--- src/rtl/control_unit_if.sv ---
// Decode bus between instruction fetch and the control unit.
// Carries the op/funct fields in and every registered control flag out.
interface control_unit_if;
   logic [5:0] op;
   logic [5:0] funct;
   logic       RegWrite;
   logic       MemRead;
   logic       MemWrite;
   logic       MemtoReg;
   logic       ALUSrc;
   logic       RegDst;
   logic       Branch;
   logic       BneOrBeq;
   logic       Jump;
   logic       IsJAL;
   logic       IsJR;
   logic       IsSyscall;
   logic       IsShamt;
   logic       ZeroExtend;
   logic       ReadRs;
   logic       ReadRt;
   logic       IsCOP0;
   logic [3:0] ALUop;

   // Handshake: none. op/funct are sampled on every rising edge and the
   // decoded controls are valid from that edge until the next one.
   modport master (
      output op, funct,
      input  RegWrite, MemRead, MemWrite, MemtoReg, ALUSrc, RegDst,
      input  Branch, BneOrBeq, Jump, IsJAL, IsJR,
      input  IsSyscall, IsShamt, ZeroExtend, ReadRs, ReadRt, IsCOP0, ALUop
   );

   modport slave (
      input  op, funct,
      output RegWrite, MemRead, MemWrite, MemtoReg, ALUSrc, RegDst,
      output Branch, BneOrBeq, Jump, IsJAL, IsJR,
      output IsSyscall, IsShamt, ZeroExtend, ReadRs, ReadRt, IsCOP0, ALUop
   );
endinterface

--- src/rtl/control_unit.sv ---
// Registered MIPS main decoder: op/funct -> datapath, PC and ALU controls.
// Optional COP0 decode (op=0x10) is enabled by defining CTRL_COP0_EN.
module control_unit (
   input  logic         clk,
   input  logic         rst_n,
   control_unit_if.slave bus
);

   typedef struct packed {
      logic       reg_write;
      logic       mem_read;
      logic       mem_write;
      logic       mem_to_reg;
      logic       alu_src;
      logic       reg_dst;
      logic       branch;
      logic       bne_or_beq;
      logic       jump;
      logic       is_jal;
      logic       is_jr;
      logic       is_syscall;
      logic       is_shamt;
      logic       zero_extend;
      logic       read_rs;
      logic       read_rt;
      logic       is_cop0;
      logic [3:0] alu_op;
   } ctrl_t;

   localparam logic [3:0] ALU_SLL  = 4'd0;
   localparam logic [3:0] ALU_SRA  = 4'd1;
   localparam logic [3:0] ALU_SRL  = 4'd2;
   localparam logic [3:0] ALU_ADD  = 4'd5;
   localparam logic [3:0] ALU_SUB  = 4'd6;
   localparam logic [3:0] ALU_AND  = 4'd7;
   localparam logic [3:0] ALU_OR   = 4'd8;
   localparam logic [3:0] ALU_XOR  = 4'd9;
   localparam logic [3:0] ALU_NOR  = 4'd10;
   localparam logic [3:0] ALU_SLT  = 4'd11;
   localparam logic [3:0] ALU_SLTU = 4'd12;

   localparam logic [5:0] OP_RTYPE = 6'h00;
   localparam logic [5:0] OP_J     = 6'h02;
   localparam logic [5:0] OP_JAL   = 6'h03;
   localparam logic [5:0] OP_BEQ   = 6'h04;
   localparam logic [5:0] OP_BNE   = 6'h05;
   localparam logic [5:0] OP_ADDI  = 6'h08;
   localparam logic [5:0] OP_ADDIU = 6'h09;
   localparam logic [5:0] OP_SLTI  = 6'h0A;
   localparam logic [5:0] OP_SLTIU = 6'h0B;
   localparam logic [5:0] OP_ANDI  = 6'h0C;
   localparam logic [5:0] OP_ORI   = 6'h0D;
   localparam logic [5:0] OP_XORI  = 6'h0E;
   localparam logic [5:0] OP_COP0  = 6'h10;
   localparam logic [5:0] OP_LW    = 6'h23;
   localparam logic [5:0] OP_SW    = 6'h2B;

   ctrl_t      w_rtype;
   ctrl_t      w_itype;
   ctrl_t      w_next;
   ctrl_t      r_ctrl;
   logic       w_r_alu;
   logic       w_r_imm_shift;
   logic [3:0] w_r_alu_op;

   // funct-field decode: which R-type ALU op, and whether it is a shamt shift.
   always_comb begin
      w_r_alu       = 1'b0;
      w_r_imm_shift = 1'b0;
      w_r_alu_op    = ALU_ADD;
      case (bus.funct)
         6'h20, 6'h21: begin w_r_alu = 1'b1; w_r_alu_op = ALU_ADD;  end
         6'h22:        begin w_r_alu = 1'b1; w_r_alu_op = ALU_SUB;  end
         6'h24:        begin w_r_alu = 1'b1; w_r_alu_op = ALU_AND;  end
         6'h25:        begin w_r_alu = 1'b1; w_r_alu_op = ALU_OR;   end
         6'h26:        begin w_r_alu = 1'b1; w_r_alu_op = ALU_XOR;  end
         6'h27:        begin w_r_alu = 1'b1; w_r_alu_op = ALU_NOR;  end
         6'h2A:        begin w_r_alu = 1'b1; w_r_alu_op = ALU_SLT;  end
         6'h2B:        begin w_r_alu = 1'b1; w_r_alu_op = ALU_SLTU; end
         6'h00: begin w_r_alu = 1'b1; w_r_imm_shift = 1'b1; w_r_alu_op = ALU_SLL; end
         6'h03: begin w_r_alu = 1'b1; w_r_imm_shift = 1'b1; w_r_alu_op = ALU_SRA; end
         6'h02: begin w_r_alu = 1'b1; w_r_imm_shift = 1'b1; w_r_alu_op = ALU_SRL; end
         6'h04:        begin w_r_alu = 1'b1; w_r_alu_op = ALU_SLL;  end
         6'h07:        begin w_r_alu = 1'b1; w_r_alu_op = ALU_SRA;  end
         6'h06:        begin w_r_alu = 1'b1; w_r_alu_op = ALU_SRL;  end
         default: begin
            w_r_alu       = 1'b0;
            w_r_imm_shift = 1'b0;
            w_r_alu_op    = ALU_ADD;
         end
      endcase
   end

   always_comb begin
      w_rtype        = '0;
      w_rtype.alu_op = ALU_ADD;
      if (w_r_alu) begin
         w_rtype.alu_op    = w_r_alu_op;
         w_rtype.reg_write = 1'b1;
         w_rtype.reg_dst   = 1'b1;
         w_rtype.read_rt   = 1'b1;
         w_rtype.read_rs   = ~w_r_imm_shift;
         w_rtype.is_shamt  = w_r_imm_shift;
      end else if (bus.funct == 6'h08) begin
         w_rtype.is_jr   = 1'b1;
         w_rtype.jump    = 1'b1;
         w_rtype.read_rs = 1'b1;
      end else if (bus.funct == 6'h0C) begin
         w_rtype.is_syscall = 1'b1;
      end
   end

   // op-field decode; funct is never referenced here so an X funct cannot leak.
   always_comb begin
      w_itype        = '0;
      w_itype.alu_op = ALU_ADD;
      case (bus.op)
         OP_ADDI, OP_ADDIU, OP_SLTI, OP_SLTIU: begin
            w_itype.reg_write = 1'b1;
            w_itype.alu_src   = 1'b1;
            w_itype.read_rs   = 1'b1;
            if (bus.op == OP_SLTI)       w_itype.alu_op = ALU_SLT;
            else if (bus.op == OP_SLTIU) w_itype.alu_op = ALU_SLTU;
            else                         w_itype.alu_op = ALU_ADD;
         end
         OP_ANDI, OP_ORI, OP_XORI: begin
            w_itype.reg_write   = 1'b1;
            w_itype.alu_src     = 1'b1;
            w_itype.read_rs     = 1'b1;
            w_itype.zero_extend = 1'b1;
            if (bus.op == OP_ANDI)     w_itype.alu_op = ALU_AND;
            else if (bus.op == OP_ORI) w_itype.alu_op = ALU_OR;
            else                       w_itype.alu_op = ALU_XOR;
         end
         OP_LW: begin
            w_itype.reg_write  = 1'b1;
            w_itype.alu_src    = 1'b1;
            w_itype.mem_read   = 1'b1;
            w_itype.mem_to_reg = 1'b1;
            w_itype.read_rs    = 1'b1;
         end
         OP_SW: begin
            w_itype.alu_src   = 1'b1;
            w_itype.mem_write = 1'b1;
            w_itype.read_rs   = 1'b1;
            w_itype.read_rt   = 1'b1;
         end
         OP_BEQ, OP_BNE: begin
            w_itype.alu_op     = ALU_SUB;
            w_itype.branch     = 1'b1;
            w_itype.read_rs    = 1'b1;
            w_itype.read_rt    = 1'b1;
            w_itype.bne_or_beq = (bus.op == OP_BNE);
         end
         OP_J: begin
            w_itype.jump = 1'b1;
         end
         OP_JAL: begin
            w_itype.jump      = 1'b1;
            w_itype.is_jal    = 1'b1;
            w_itype.reg_write = 1'b1;
         end
`ifdef CTRL_COP0_EN
         OP_COP0: begin
            w_itype.is_cop0 = 1'b1;
         end
`endif
         default: begin
            w_itype        = '0;
            w_itype.alu_op = ALU_ADD;
         end
      endcase
   end

   assign w_next = (bus.op == OP_RTYPE) ? w_rtype : w_itype;

   always_ff @(posedge clk or negedge rst_n) begin
      if (!rst_n) r_ctrl <= '0;
      else        r_ctrl <= w_next;
   end

   assign bus.RegWrite   = r_ctrl.reg_write;
   assign bus.MemRead    = r_ctrl.mem_read;
   assign bus.MemWrite   = r_ctrl.mem_write;
   assign bus.MemtoReg   = r_ctrl.mem_to_reg;
   assign bus.ALUSrc     = r_ctrl.alu_src;
   assign bus.RegDst     = r_ctrl.reg_dst;
   assign bus.Branch     = r_ctrl.branch;
   assign bus.BneOrBeq   = r_ctrl.bne_or_beq;
   assign bus.Jump       = r_ctrl.jump;
   assign bus.IsJAL      = r_ctrl.is_jal;
   assign bus.IsJR       = r_ctrl.is_jr;
   assign bus.IsSyscall  = r_ctrl.is_syscall;
   assign bus.IsShamt    = r_ctrl.is_shamt;
   assign bus.ZeroExtend = r_ctrl.zero_extend;
   assign bus.ReadRs     = r_ctrl.read_rs;
   assign bus.ReadRt     = r_ctrl.read_rt;
   assign bus.IsCOP0     = r_ctrl.is_cop0;
   assign bus.ALUop      = r_ctrl.alu_op;

endmodule

--- src/flat_wrapper.sv ---
// flat-port wrapper written by rule: the top's interface ports become plain ports
module control_unit_flat 
  (clk, rst_n, bus_op, bus_funct, bus_RegWrite, bus_MemRead, bus_MemWrite, bus_MemtoReg, bus_ALUSrc, bus_RegDst, bus_Branch, bus_BneOrBeq, bus_Jump, bus_IsJAL, bus_IsJR, bus_IsSyscall, bus_IsShamt, bus_ZeroExtend, bus_ReadRs, bus_ReadRt, bus_IsCOP0, bus_ALUop);
  control_unit_if bus_i ();
  input  logic clk;
  input  logic rst_n;
  input wire logic [$bits(bus_i.op)-1:0] bus_op;
  input wire logic [$bits(bus_i.funct)-1:0] bus_funct;
  output wire logic [$bits(bus_i.RegWrite)-1:0] bus_RegWrite;
  output wire logic [$bits(bus_i.MemRead)-1:0] bus_MemRead;
  output wire logic [$bits(bus_i.MemWrite)-1:0] bus_MemWrite;
  output wire logic [$bits(bus_i.MemtoReg)-1:0] bus_MemtoReg;
  output wire logic [$bits(bus_i.ALUSrc)-1:0] bus_ALUSrc;
  output wire logic [$bits(bus_i.RegDst)-1:0] bus_RegDst;
  output wire logic [$bits(bus_i.Branch)-1:0] bus_Branch;
  output wire logic [$bits(bus_i.BneOrBeq)-1:0] bus_BneOrBeq;
  output wire logic [$bits(bus_i.Jump)-1:0] bus_Jump;
  output wire logic [$bits(bus_i.IsJAL)-1:0] bus_IsJAL;
  output wire logic [$bits(bus_i.IsJR)-1:0] bus_IsJR;
  output wire logic [$bits(bus_i.IsSyscall)-1:0] bus_IsSyscall;
  output wire logic [$bits(bus_i.IsShamt)-1:0] bus_IsShamt;
  output wire logic [$bits(bus_i.ZeroExtend)-1:0] bus_ZeroExtend;
  output wire logic [$bits(bus_i.ReadRs)-1:0] bus_ReadRs;
  output wire logic [$bits(bus_i.ReadRt)-1:0] bus_ReadRt;
  output wire logic [$bits(bus_i.IsCOP0)-1:0] bus_IsCOP0;
  output wire logic [$bits(bus_i.ALUop)-1:0] bus_ALUop;
  assign bus_i.op = bus_op;
  assign bus_i.funct = bus_funct;
  assign bus_RegWrite = bus_i.RegWrite;
  assign bus_MemRead = bus_i.MemRead;
  assign bus_MemWrite = bus_i.MemWrite;
  assign bus_MemtoReg = bus_i.MemtoReg;
  assign bus_ALUSrc = bus_i.ALUSrc;
  assign bus_RegDst = bus_i.RegDst;
  assign bus_Branch = bus_i.Branch;
  assign bus_BneOrBeq = bus_i.BneOrBeq;
  assign bus_Jump = bus_i.Jump;
  assign bus_IsJAL = bus_i.IsJAL;
  assign bus_IsJR = bus_i.IsJR;
  assign bus_IsSyscall = bus_i.IsSyscall;
  assign bus_IsShamt = bus_i.IsShamt;
  assign bus_ZeroExtend = bus_i.ZeroExtend;
  assign bus_ReadRs = bus_i.ReadRs;
  assign bus_ReadRt = bus_i.ReadRt;
  assign bus_IsCOP0 = bus_i.IsCOP0;
  assign bus_ALUop = bus_i.ALUop;
  control_unit u_core (.clk(clk), .rst_n(rst_n), .bus(bus_i));
endmodule
--- config.mk ---
export PLATFORM = sky130hd
export DESIGN_NAME = control_unit_flat
export DESIGN_NICKNAME = d
export VERILOG_FILES = /design/src/rtl/control_unit_if.sv /design/src/rtl/control_unit.sv /design/src/flat_wrapper.sv
export SDC_FILE = /design/constraint.sdc
export NUM_CORES = 1
export LEC_CHECK = 0
export ABC_AREA = 0
export BUFFER_PORTS_ARGS = -buffer_cell sky130_fd_sc_hd__buf_2
export CORE_UTILIZATION = 53
export CTS_BUF_LIST = sky130_fd_sc_hd__clkbuf_16
export CTS_CLUSTER_DIAMETER = 40
export CTS_CLUSTER_SIZE = 14
export DETAILED_ROUTE_END_ITERATION = 8
export GPL_TIMING_DRIVEN = 0
export MAX_ROUTING_LAYER = met4
export PLACE_DENSITY = 0.83
export SLEW_MARGIN = 15
export SYNTH_ARGS = -nofsm -noshare
export SYNTH_HDL_FRONTEND = slang
export SYNTH_SLANG_ARGS = --single-unit
--- constraint.sdc ---
create_clock -name clk -period 1 [get_ports clk]
set_input_delay 0.1 -clock clk [delete_from_list [all_inputs] [get_ports clk]]
set_output_delay 0.1 -clock clk [all_outputs]
set_load 0.02 [all_outputs]
## Yosys cells after proc, flatten, opt, wreduce, memory -nomap -nowiden

Cells that the tools add are included.

| word-level totals | value |
|---|---|
| flip-flop bits (word level) | 21 |
| bits of input ports | 14 |
| output and inout bits | 21 |
| logic and storage cells | 91 |

| operators by class | value |
|---|---|
| equal/unequal tests | 29 |
| mux-type cells | 28 |
| bitwise operators | 1 |
| reductions and logical operators | 15 |

Operators by type and width:

| operator | count |
|---|---|
| $eq 6x6->1 const B | 11 |
| $eq 6x4->1 const B | 9 |
| $pmux 4 s10 | 1 |
| $eq 6x3->1 const B | 5 |
| $eq 6x2->1 const B | 4 |
| $mux 21 | 1 |
| $mux 1 | 19 |
| $reduce_or 9->1 | 2 |
| $mux 4 | 4 |
| $reduce_or 15->1 | 1 |
| $logic_not 6->1 | 2 |
| $pmux 4 s3 | 1 |
| $reduce_or 11->1 | 1 |
| $reduce_or 2->1 | 5 |
| $reduce_or 3->1 | 3 |
| $mux 2 | 2 |
| $reduce_or 4->1 | 1 |
| $not 1->1 | 1 |

## Depth between registers and ports, before layout

Gate-level depths: netlist of run 1.

| depth | value |
|---|---|
| depth after elaboration | 6 |
| depth in mapped cells | 6 |
| mapped depth without buffers | 5 |

## Worst setup path before layout of run 1

OpenSTA, ideal clock, no wires.

| path | value |
|---|---|
| kind | input to register |
| start | input bus_op[3] |
| end | register u_core.r_ctrl (netlist bit u_core.bus.ALUop[2]) |
| setup time | 0.126 ns |
| data arrival time | 1.061 ns |
| required time | 0.874 ns |
| slack | -0.187 ns |
| stages on the path | 5 |
| buffers on the path | 1 |
| cells stage by stage | buf_2 -> nor2_4 -> and4_4 -> nand4_4 -> o32a_1 |

RTL lines:

| element | RTL line | text |
|---|---|---|
| start, declared | flat_wrapper.sv:7 | `input wire logic [$bits(bus_i.op)-1:0] bus_op;` |
| end signal, assigned | control_unit.sv:179 | `else r_ctrl <= w_next;` |
| end, declared | control_unit.sv:61 | `ctrl_t r_ctrl;` |

==> flow_metrics.py, run 1 <==
metrics = {
    "placed_design": {
        "io_buffers": 29,
        "pre_cts_slack_ns": -0.275,
        "dpl-instance-area_um2": 1350,
        "dp.final_hpwl_um": 1740,
        "place_congestion": 0.889,
    },
    "min_path": {
        "hp-class": "input port to flop",
        "min_path_cells": 2,
        "hold_path_end": "u_core.bus.MemRead",
        "hp-start": "bus_op[3]",
    },
    "finish": {
        "diodes": 0,
        "drive_above_1_share": 0.437,
        "n_fill_cell": 132,
        "largest_reg_flops": 4,
        "final_nets": 173,
        "synthToLayoutAreaGrowth_pct": 44.0,
        "fin_area_um2": 1570,
    },
    "clocking": {
        "clk_path_buf_depth": 2,
        "cts-buffers-inserted": 3,
        "cts.sink_count": 19,
        "cts-htree-levels": 1,
        "clkTransAtPathRegs_ns": 0.05,
        "cts_tree": "done",
        "cts-root-buf": "clkbuf_16",
    },
    "run_status": {
        "outcome": "finished clean",
    },
    "sta": {
        "setup_viol": 0,
        "finalCritPeriodShare": 0.956,
        "setup_ws_ns": 0.0436,
        "slew_viol_final": 0,
        "min_period_ns": 0.956,
        "hold_viol": 0,
        "fmax_mhz": 1050,
    },
    "logic_synthesis": {
        "ys_seq_area_frac": 0.436,
        "ys_top_cells_by_area": "dfrtp_1 (44%), nand2_1 (3.4%), nor2b_1 (2.9%), buf_4 (2.8%), a21oi_1 (2.3%)",
        "syn_inst": 115,
        "yosysTopAreaCell": "dfrtp_1",
        "synth_top_area_share": 0.436,
        "syn-cell-area_um2": 1090,
        "ys.flop_type": "dfrtp_1",
        "ys_seq_elements": 19,
        "async_flop_share": 1.00,
        "netlist-cell-type-count": 45,
        "synth-edff-count": 0,
        "synth_fp_nets": 129,
        "synth.avg_cell_area_um2": 9.49,
        "ys_warn_count": 0,
    },
    "setup_path": {
        "worst_ep_required_time_ns": 0.90,
        "cp_max_fo": 2,
        "arrival_ns": 0.86,
        "start_kind": "flop",
        "end_kind": "output port",
        "critical_path_class": "flop to output port",
    },
    "power": {
        "vdd_drop_max_mv": 0.878,
        "p_leak_uw": 0.000783,
        "p_per_area_nw_per_um2": 1240,
    },
    "global_routing": {
        "busiest_layer": "met2",
        "grtUsageMet1": 0.303,
        "grt_use_met2": 0.419,
        "grt_pass1_vias": 900,
        "grt_max_degree": 20,
        "met3_usage": 0.0231,
        "grt_pass1_wl_um": 3840,
        "antenna_found_initial": 0,
        "grt_overflow": 0,
        "grt_use_total": 0.252,
    },
    "drt": {
        "drt_pass1_iterations": 4,
        "antenna_left": 0,
        "drt_iter0_markers": 22,
        "drt_wl_total_um": 2590,
        "viasPerCell": 5.51,
        "post_drt_wl_per_cell_um": 14.0,
        "drc": 0,
        "vias": 1020,
    },
    "run": {
        "max_cap_viol_count": 0,
    },
    "floorplan": {
        "core-area_um2": 1940,
        "die_w_um": 47.4,
        "dieArea_um2": 2240,
        "ios": 35,
        "die_y_um": 47.4,
        "initial_utilization": 0.562,
        "rows": 16,
    },
}
cells in the final DEF (no fill, tap or decap), types with 2 or more instances in the layout:
master / n
inv_1: 2
o21ai_0: 5
a31oi_1: 3
clkbuf_16: 4
nor4_1: 2
nand2_1: 10
dfrtp_1: 19
nand3_1: 2
buf_2: 25
inv_4: 2
nor2b_1: 2
nor3_1: 3
nor2_4: 2
a21oi_1: 5
nor2_1: 6
nor4b_1: 2
buf_6: 7
buf_4: 13
nor2b_4: 3
nand2b_1: 4
inv_2: 2
and3_1: 2
xnor2_1: 2
metal layers:
layer / routed length (um) / up-vias
li1: - / 490
met1: 1060 / 485
met2: 1400 / 43
met3: 121 / 2
met4: 13 / 0
met5: 0 / -
layout make-up:
type / count / area [um2] / area share
Multi-Input combinational cell: 80 / 581 / 0.369
Sequential cell: 19 / 475 / 0.303
Timing Repair Buffer: 39 / 262 / 0.166
Buffer: 11 / 118 / 0.0748
Clock buffer: 3 / 75.1 / 0.0478
Tap cell: 27 / 33.8 / 0.0215
Inverter: 5 / 23.8 / 0.0151
Clock inverter: 1 / 3.75 / 0.00239
worst max-delay path, stage by stage (launching register included):
cell and delay (ns):
dfrtp_1 0.36, buf_4 0.13, buf_6 0.12
synthesized netlist by cell type (all sizes together), types with 2 or more instances:
cell    count
dfrtp      19
nand4       2
and3        2
nor4        2
nor4b       2
o41ai       2
or3         2
nor2b       5
nor3        3
o21ai       5
a31oi       3
inv         5
a21oi       5
nand3       3
nand2      10
nand2b      4
nor2        8
buf        10
xnor2       2
report_power, final:
part           leakage [uW]  total [uW]  internal (uW)  switching (uW)
Sequential         0.000252         792            788            4.44
Combinational      0.000489         384            177             208
Clock             0.0000423         778            530             248
Total              0.000783        1950           1490             460
through the flow:
step	total power, uW	setup TNS (ns)	util	cells	hold WS [ns]
final	1950	0	0.809	185	0.0655
after global routing	2030	-0.00874	0.809	185	0.0700
after CTS	1920	-0.00712	0.755	180	0.0566
after detailed placement	1130	-1.62	0.694	171	0.0422
after global placement	1130	-1.46	0.694	171	0.0343
after floorplan	1040	-0.132	-	115	-0.196
how the worst max path moves through the flow:
stage | startpoint | to | slack [ns]
2_1_floorplan | bus_op[3] | u_core.bus.ALUop[2] | -0.07
3_3_place_gp | bus_op[4] | u_core.bus.ALUop[3] | -0.24
3_5_place_dp | bus_op[4] | u_core.bus.ALUop[2] | -0.27
4_1_cts | bus_funct[3] | u_core.bus.ReadRt | -0.007
5_1_grt | bus_funct[5] | u_core.bus.ReadRt | -0.004
6_report | u_core.bus.MemRead | bus_MemtoReg | 0.04
cells by family after synthesis:
kind of cell	share of synthesized area
AOI/OAI and AO/OA	0.161
xor gates and xnor gates	0.0241
buffers and inverters	0.0814
and+or+nand+nor	0.295
DFF	0.436
other	0.00344
repair_timing:
action	CTS	global route
pin swaps	3	4
buffers inserted	4	3
hold buffers	1	0
setup endpoints to repair	3	5
gates resized for setup	0	20
hold endpoints to repair	19	0
gates cloned	0	2
(Power assumes the default switching activity.)
==> run 2: changes to the inputs <==
--- a/config.mk
+++ b/config.mk
@@ -6,15 +6,17 @@
 export NUM_CORES = 1
 export LEC_CHECK = 0
 export ABC_AREA = 0
-export BUFFER_PORTS_ARGS = -buffer_cell sky130_fd_sc_hd__buf_2
-export CORE_UTILIZATION = 53
+export CORE_MARGIN = 4
+export CORE_UTILIZATION = 65
 export CTS_BUF_LIST = sky130_fd_sc_hd__clkbuf_16
 export CTS_CLUSTER_DIAMETER = 40
 export CTS_CLUSTER_SIZE = 14
 export DETAILED_ROUTE_END_ITERATION = 8
+export DONT_BUFFER_PORTS = 1
 export GPL_TIMING_DRIVEN = 0
 export MAX_ROUTING_LAYER = met4
-export PLACE_DENSITY = 0.83
+export PLACE_DENSITY = 0.81
+export SETUP_SLACK_MARGIN = 0.1
 export SLEW_MARGIN = 15
 export SYNTH_ARGS = -nofsm -noshare
 export SYNTH_HDL_FRONTEND = slang
==> run 2 against run 1 <==
  * Non-clock buffer count fell by 34
  * The run now ends with negative hold slack left
  * Hold slack got worse by 0.53 ns
  * Die area rose by 6.9%
  * Highest routed layer unchanged
==> flow_metrics.py, run 2 (same netlist as run 1, synthesis figures left out) <==
metrics = {
    "run_status": {
        "outcome": "finished with violations",
        "failed_checks": "negative hold slack",
    },
    "setup_path": {
        "worst_ep_required_time_ns": 0.90,
        "crit_path_cell_trace": "buf_6",
        "slowest_stage": "dfrtp_2",
        "cp_top_family": "flip-flops",
        "slowest_delay_ns": 0.46,
        "path_buf_inv": 1,
        "start_kind": "flop",
        "cp_max_fo": 2,
        "end_kind": "output port",
        "critical_path_class": "flop to output port",
        "arrival_ns": 0.87,
    },
    "drt": {
        "post_drt_wl_per_cell_um": 21.6,
        "vias": 995,
        "drt_pass1_iterations": 5,
        "viasPerCell": 7.11,
        "drc": 0,
        "drt_wl_total_um": 3030,
        "antenna_left": 0,
        "drt_iter0_markers": 32,
    },
    "sta": {
        "finalCritPeriodShare": 0.967,
        "setup_tns_ns": 0,
        "hold_viol": 19,
        "grt_setup_unrepaired": "yes",
        "min_period_ns": 0.967,
        "holdWs_ns": -0.461,
        "fmax_mhz": 1030,
        "setup_viol": 0,
        "slew_viol_final": 0,
    },
    "clocking": {
        "cts.sink_count": 19,
        "cts-root-buf": "clkbuf_16",
        "cts-htree-levels": 1,
        "clk_path_buf_depth": 2,
        "postCtsHoldBufs": 2,
        "cts_tree": "done",
        "clkTransAtPathRegs_ns": 0.05,
        "cts-buffers-inserted": 3,
    },
    "global_routing": {
        "grt_use_total": 0.266,
        "grt_pass1_vias": 952,
        "grt_max_degree": 20,
        "grt_overflow": 0,
        "grt_pass1_wl_um": 4750,
        "antenna_found_initial": 0,
    },
    "placed_design": {
        "io_buffers": 0,
        "place_congestion": 0.899,
        "dpl-instance-area_um2": 1190,
        "dp.final_hpwl_um": 1700,
    },
    "finish": {
        "fin_area_um2": 1340,
        "final_common_cell": "dfrtp_1",
        "diodes": 0,
        "synthToLayoutAreaGrowth_pct": 23.1,
        "largest_reg_flops": 4,
        "final_nets": 139,
        "mostFrequentLayoutCells": "dfrtp_1 (18), nand2_1 (10), nor2_1 (6)",
        "drive_above_1_share": 0.290,
    },
    "power": {
        "p_per_area_nw_per_um2": 1430,
        "vdd_drop_max_mv": 0.993,
        "p_leak_uw": 0.000611,
    },
    "min_path": {
        "hp-class": "input port to async pin",
    },
    "floorplan": {
        "ios": 35,
        "initial_utilization": 0.708,
        "core-area_um2": 1540,
        "die_w_um": 49.0,
        "dieArea_um2": 2400,
        "rows": 14,
        "die_y_um": 49.0,
    },
    "run": {
        "max_cap_viol_count": 0,
    },
}
run 2: metrics by stage:
step	hold slack [ns]	utilization	cells	setup slack, ns	total power (uW)
final	-0.461	0.871	140	0.0335	1920
after global placement	-0.195	0.771	131	-0.154	1070
after detailed placement	-0.195	0.771	131	-0.175	1070
after floorplan	-0.196	-	115	-0.0655	1040
after CTS	-0.457	0.848	138	0.0526	1870
after global routing	-0.465	0.871	140	0.0120	1970
run 2: repair_timing:
| item | in CTS | in global routing |
|---|---|---|
| resized for setup | 3 | 6 |
| hold endpoints to repair | 23 | 19 |
| endpoints found under the setup margin | 3 | 7 |
| pin swaps | 0 | 1 |
| buffers inserted | 1 | 2 |
run 2: per-layer routing:
layer  track usage  part of all wire  vias up
met5             -                 0        -
met1         0.325              0.38      471
met4         0.126             0.039        0
li1              -                 -      425
met2         0.411              0.48       84
met3        0.0673              0.10       15
run 2: path summary, 6_finish.rpt:
check,from,end,slack [ns],depth (start not counted)
hold / removal,rst_n,u_core.bus.IsShamt,-0.46,0
min in group clk,bus_op[4],u_core.bus.RegWrite,0.01,3
setup / recovery,u_core.bus.MemRead,bus_MemtoReg,0.03,1
max in group asynchronous,rst_n,u_core.bus.MemRead,1.38,0
run 2: report_power, final:
group          switching (uW)  internal [uW]  leakage [uW]
sequential               31.3            787      0.000250
combinational             157            127      0.000319
clock                     283            532     0.0000423
run 2: area by class of cell:
class	count	area, um2
Tap cell	16	20.0
Inverter	5	26.3
Buffer	11	113
Clock inverter	1	3.75
Timing Repair Buffer	5	45.0
Clock buffer	3	75.1
Fill cell	79	199
Sequential cell	19	477
Multi-Input combinational cell	80	583
==> run 3: changes to the inputs <==
--- a/config.mk
+++ b/config.mk
@@ -7,15 +7,15 @@
 export LEC_CHECK = 0
 export ABC_AREA = 0
 export CORE_MARGIN = 4
-export CORE_UTILIZATION = 65
-export CTS_BUF_LIST = sky130_fd_sc_hd__clkbuf_16
+export CORE_UTILIZATION = 69
+export CTS_BUF_LIST = sky130_fd_sc_hd__clkbuf_4
 export CTS_CLUSTER_DIAMETER = 40
 export CTS_CLUSTER_SIZE = 14
 export DETAILED_ROUTE_END_ITERATION = 8
 export DONT_BUFFER_PORTS = 1
 export GPL_TIMING_DRIVEN = 0
 export MAX_ROUTING_LAYER = met4
-export PLACE_DENSITY = 0.81
+export PLACE_DENSITY = 0.85
 export SETUP_SLACK_MARGIN = 0.1
 export SLEW_MARGIN = 15
 export SYNTH_ARGS = -nofsm -noshare
==> run 3 against run 2 <==
  * The flow finishes with violations (negative hold slack, negative setup slack)
  * Cell count is 0.71% higher
  * Via count is 5.5% lower
  * Flip-flop and latch count stayed put
  * Fmax is 3.8% lower
  * Core utilization is 1.1 points lower
  * Routed wire length is 24% lower
  * Critical path depth stayed put
  * Hold slack better by 0.40 ns
  * Count of clock-buffer cells in the layout is 1 higher
  * Combinational power hardly changed
  * Clock power is 53% lower
  * Global-route usage is 4.8 points lower
  * Largest cell class unchanged
==> flow_metrics.py, run 3 (same netlist as run 1, synthesis figures left out) <==
metrics = {
    "drt": {
        "drt_iter0_markers": 40,
        "drt_wl_total_um": 2300,
        "antenna_left": 0,
        "vias": 940,
        "viasPerCell": 6.67,
        "drt_pass1_iterations": 4,
        "post_drt_wl_per_cell_um": 16.3,
        "drc": 0,
    },
    "power": {
        "p_leak_uw": 0.000589,
        "p_per_area_nw_per_um2": 1140,
        "vdd_drop_max_mv": 0.560,
    },
    "clocking": {
        "cts_tree": "done",
        "postCtsSetupBuffers": 0,
        "cts-htree-levels": 1,
        "clkTransAtPathRegs_ns": 0.09,
        "cts-buffers-inserted": 3,
        "cts-root-buf": "clkbuf_4",
        "cts.sink_count": 19,
        "clk_path_buf_depth": 2,
    },
    "global_routing": {
        "antenna_found_initial": 0,
        "grt_pass1_wl_um": 3420,
        "grt_pass1_vias": 748,
        "grt_overflow": 0,
        "grtUsageMet1": 0.298,
        "grt_max_degree": 20,
        "met3_usage": 0.0150,
        "grt_use_met2": 0.332,
        "busiest_layer": "met2",
        "grt_use_total": 0.218,
    },
    "floorplan": {
        "initial_utilization": 0.724,
        "core-area_um2": 1510,
        "die_y_um": 47.8,
        "ios": 35,
        "rows": 14,
        "dieArea_um2": 2280,
        "die_w_um": 47.8,
    },
    "finish": {
        "final_common_cell": "dfrtp_1",
        "multi_input_area_um2": 569,
        "seq_area_um2": 477,
        "n_fill_cell": 77,
        "final_nets": 140,
        "drive_above_1_share": 0.256,
        "diodes": 0,
        "synthToLayoutAreaGrowth_pct": 18.7,
        "final_util": 0.860,
        "mostFrequentLayoutCells": "dfrtp_1 (18), nand2_1 (10), nor2_1 (6), o21ai_0 (5), a21oi_1 (5)",
        "fin_area_um2": 1290,
        "largest_reg_flops": 4,
        "fin_cells": 141,
    },
    "placed_design": {
        "dp.final_hpwl_um": 1690,
        "place_congestion": 0.896,
        "dpl-instance-area_um2": 1190,
        "io_buffers": 0,
        "dp_cells": 131,
    },
    "setup_path": {
        "crit_path_cell_trace": "buf_6",
        "cp_top_family": "flip-flops",
        "start_kind": "flop",
        "slowest_delay_ns": 0.47,
        "cp_max_fo": 2,
        "arrival_ns": 0.90,
        "end_kind": "output port",
        "slowest_stage": "dfrtp_2",
        "path_buf_inv": 1,
        "worst_ep_required_time_ns": 0.90,
        "critical_path_class": "flop to output port",
    },
    "sta": {
        "setup_viol": 1,
        "worst_slew_pin_slew_ns": 0.760,
        "holdWs_ns": -0.0564,
        "slew_viol_final": 0,
        "setup_tns_ns": -0.00455,
        "finalCritPeriodShare": 1.00,
        "hold_viol": 20,
        "grt_setup_unrepaired": "yes",
        "min_period_ns": 1.00,
        "relSlewSlack": 0.493,
        "fmax_mhz": 995,
        "setup_ws_ns": -0.00455,
    },
    "run_status": {
        "outcome": "finished with violations",
        "failed_checks": "negative hold slack, negative setup slack",
    },
    "run": {
        "max_cap_viol_count": 0,
    },
    "min_path": {
        "hp-class": "input port to async pin",
    },
}
## run 3: area by class of cell
type,count,area share
buffer,11,0.0850
timing repair buffer,6,0.0502
tap,16,0.0155
sequential,19,0.368
multi-input combinational,80,0.440
clock buffer,4,0.0232
inverter,5,0.0184
## run 3: power by group
group / switching [uW] / total (uW) / internal [uW]
combinational: 153 / 285 / 132
sequential: 29.5 / 815 / 785
clock: 199 / 381 / 182
## run 3: what timing repair did
action / 4_1_cts / 5_1_grt
gates resized for setup: 2 / 3
hold endpoints to repair: 25 / 1
setup endpoints to repair: 1 / 23
hold buffers: 5 / 2
## run 3: worst max-delay path by stage
stage,start,endpoint,slack (ns),depth (start not counted)
detailed placement,bus_op[3],u_core.bus.ALUop[1],-0.15,5
global placement,bus_op[3],u_core.bus.ALUop[2],-0.15,5
global route,u_core.bus.MemRead,bus_MemtoReg,-0.04,1
floorplan,bus_op[3],u_core.bus.ALUop[2],-0.07,5
finish,u_core.bus.MemRead,bus_MemtoReg,-0.005,1
CTS,u_core.bus.MemRead,bus_MemtoReg,-0.03,1
## run 3: through the flow
step                      setup WS [ns]  power, uW
final                          -0.00455       1480
after global routing            -0.0375       1550
after CTS                       -0.0250       1470
after detailed placement         -0.147       1070
after global placement           -0.146       1060
after floorplan                 -0.0655       1040
## run 3: routing by layer
metal  wire length (um)  part of all wire
met3                262              0.11
met1                900              0.39
met2               1060              0.46
met4                 79             0.034
met5                  0                 0
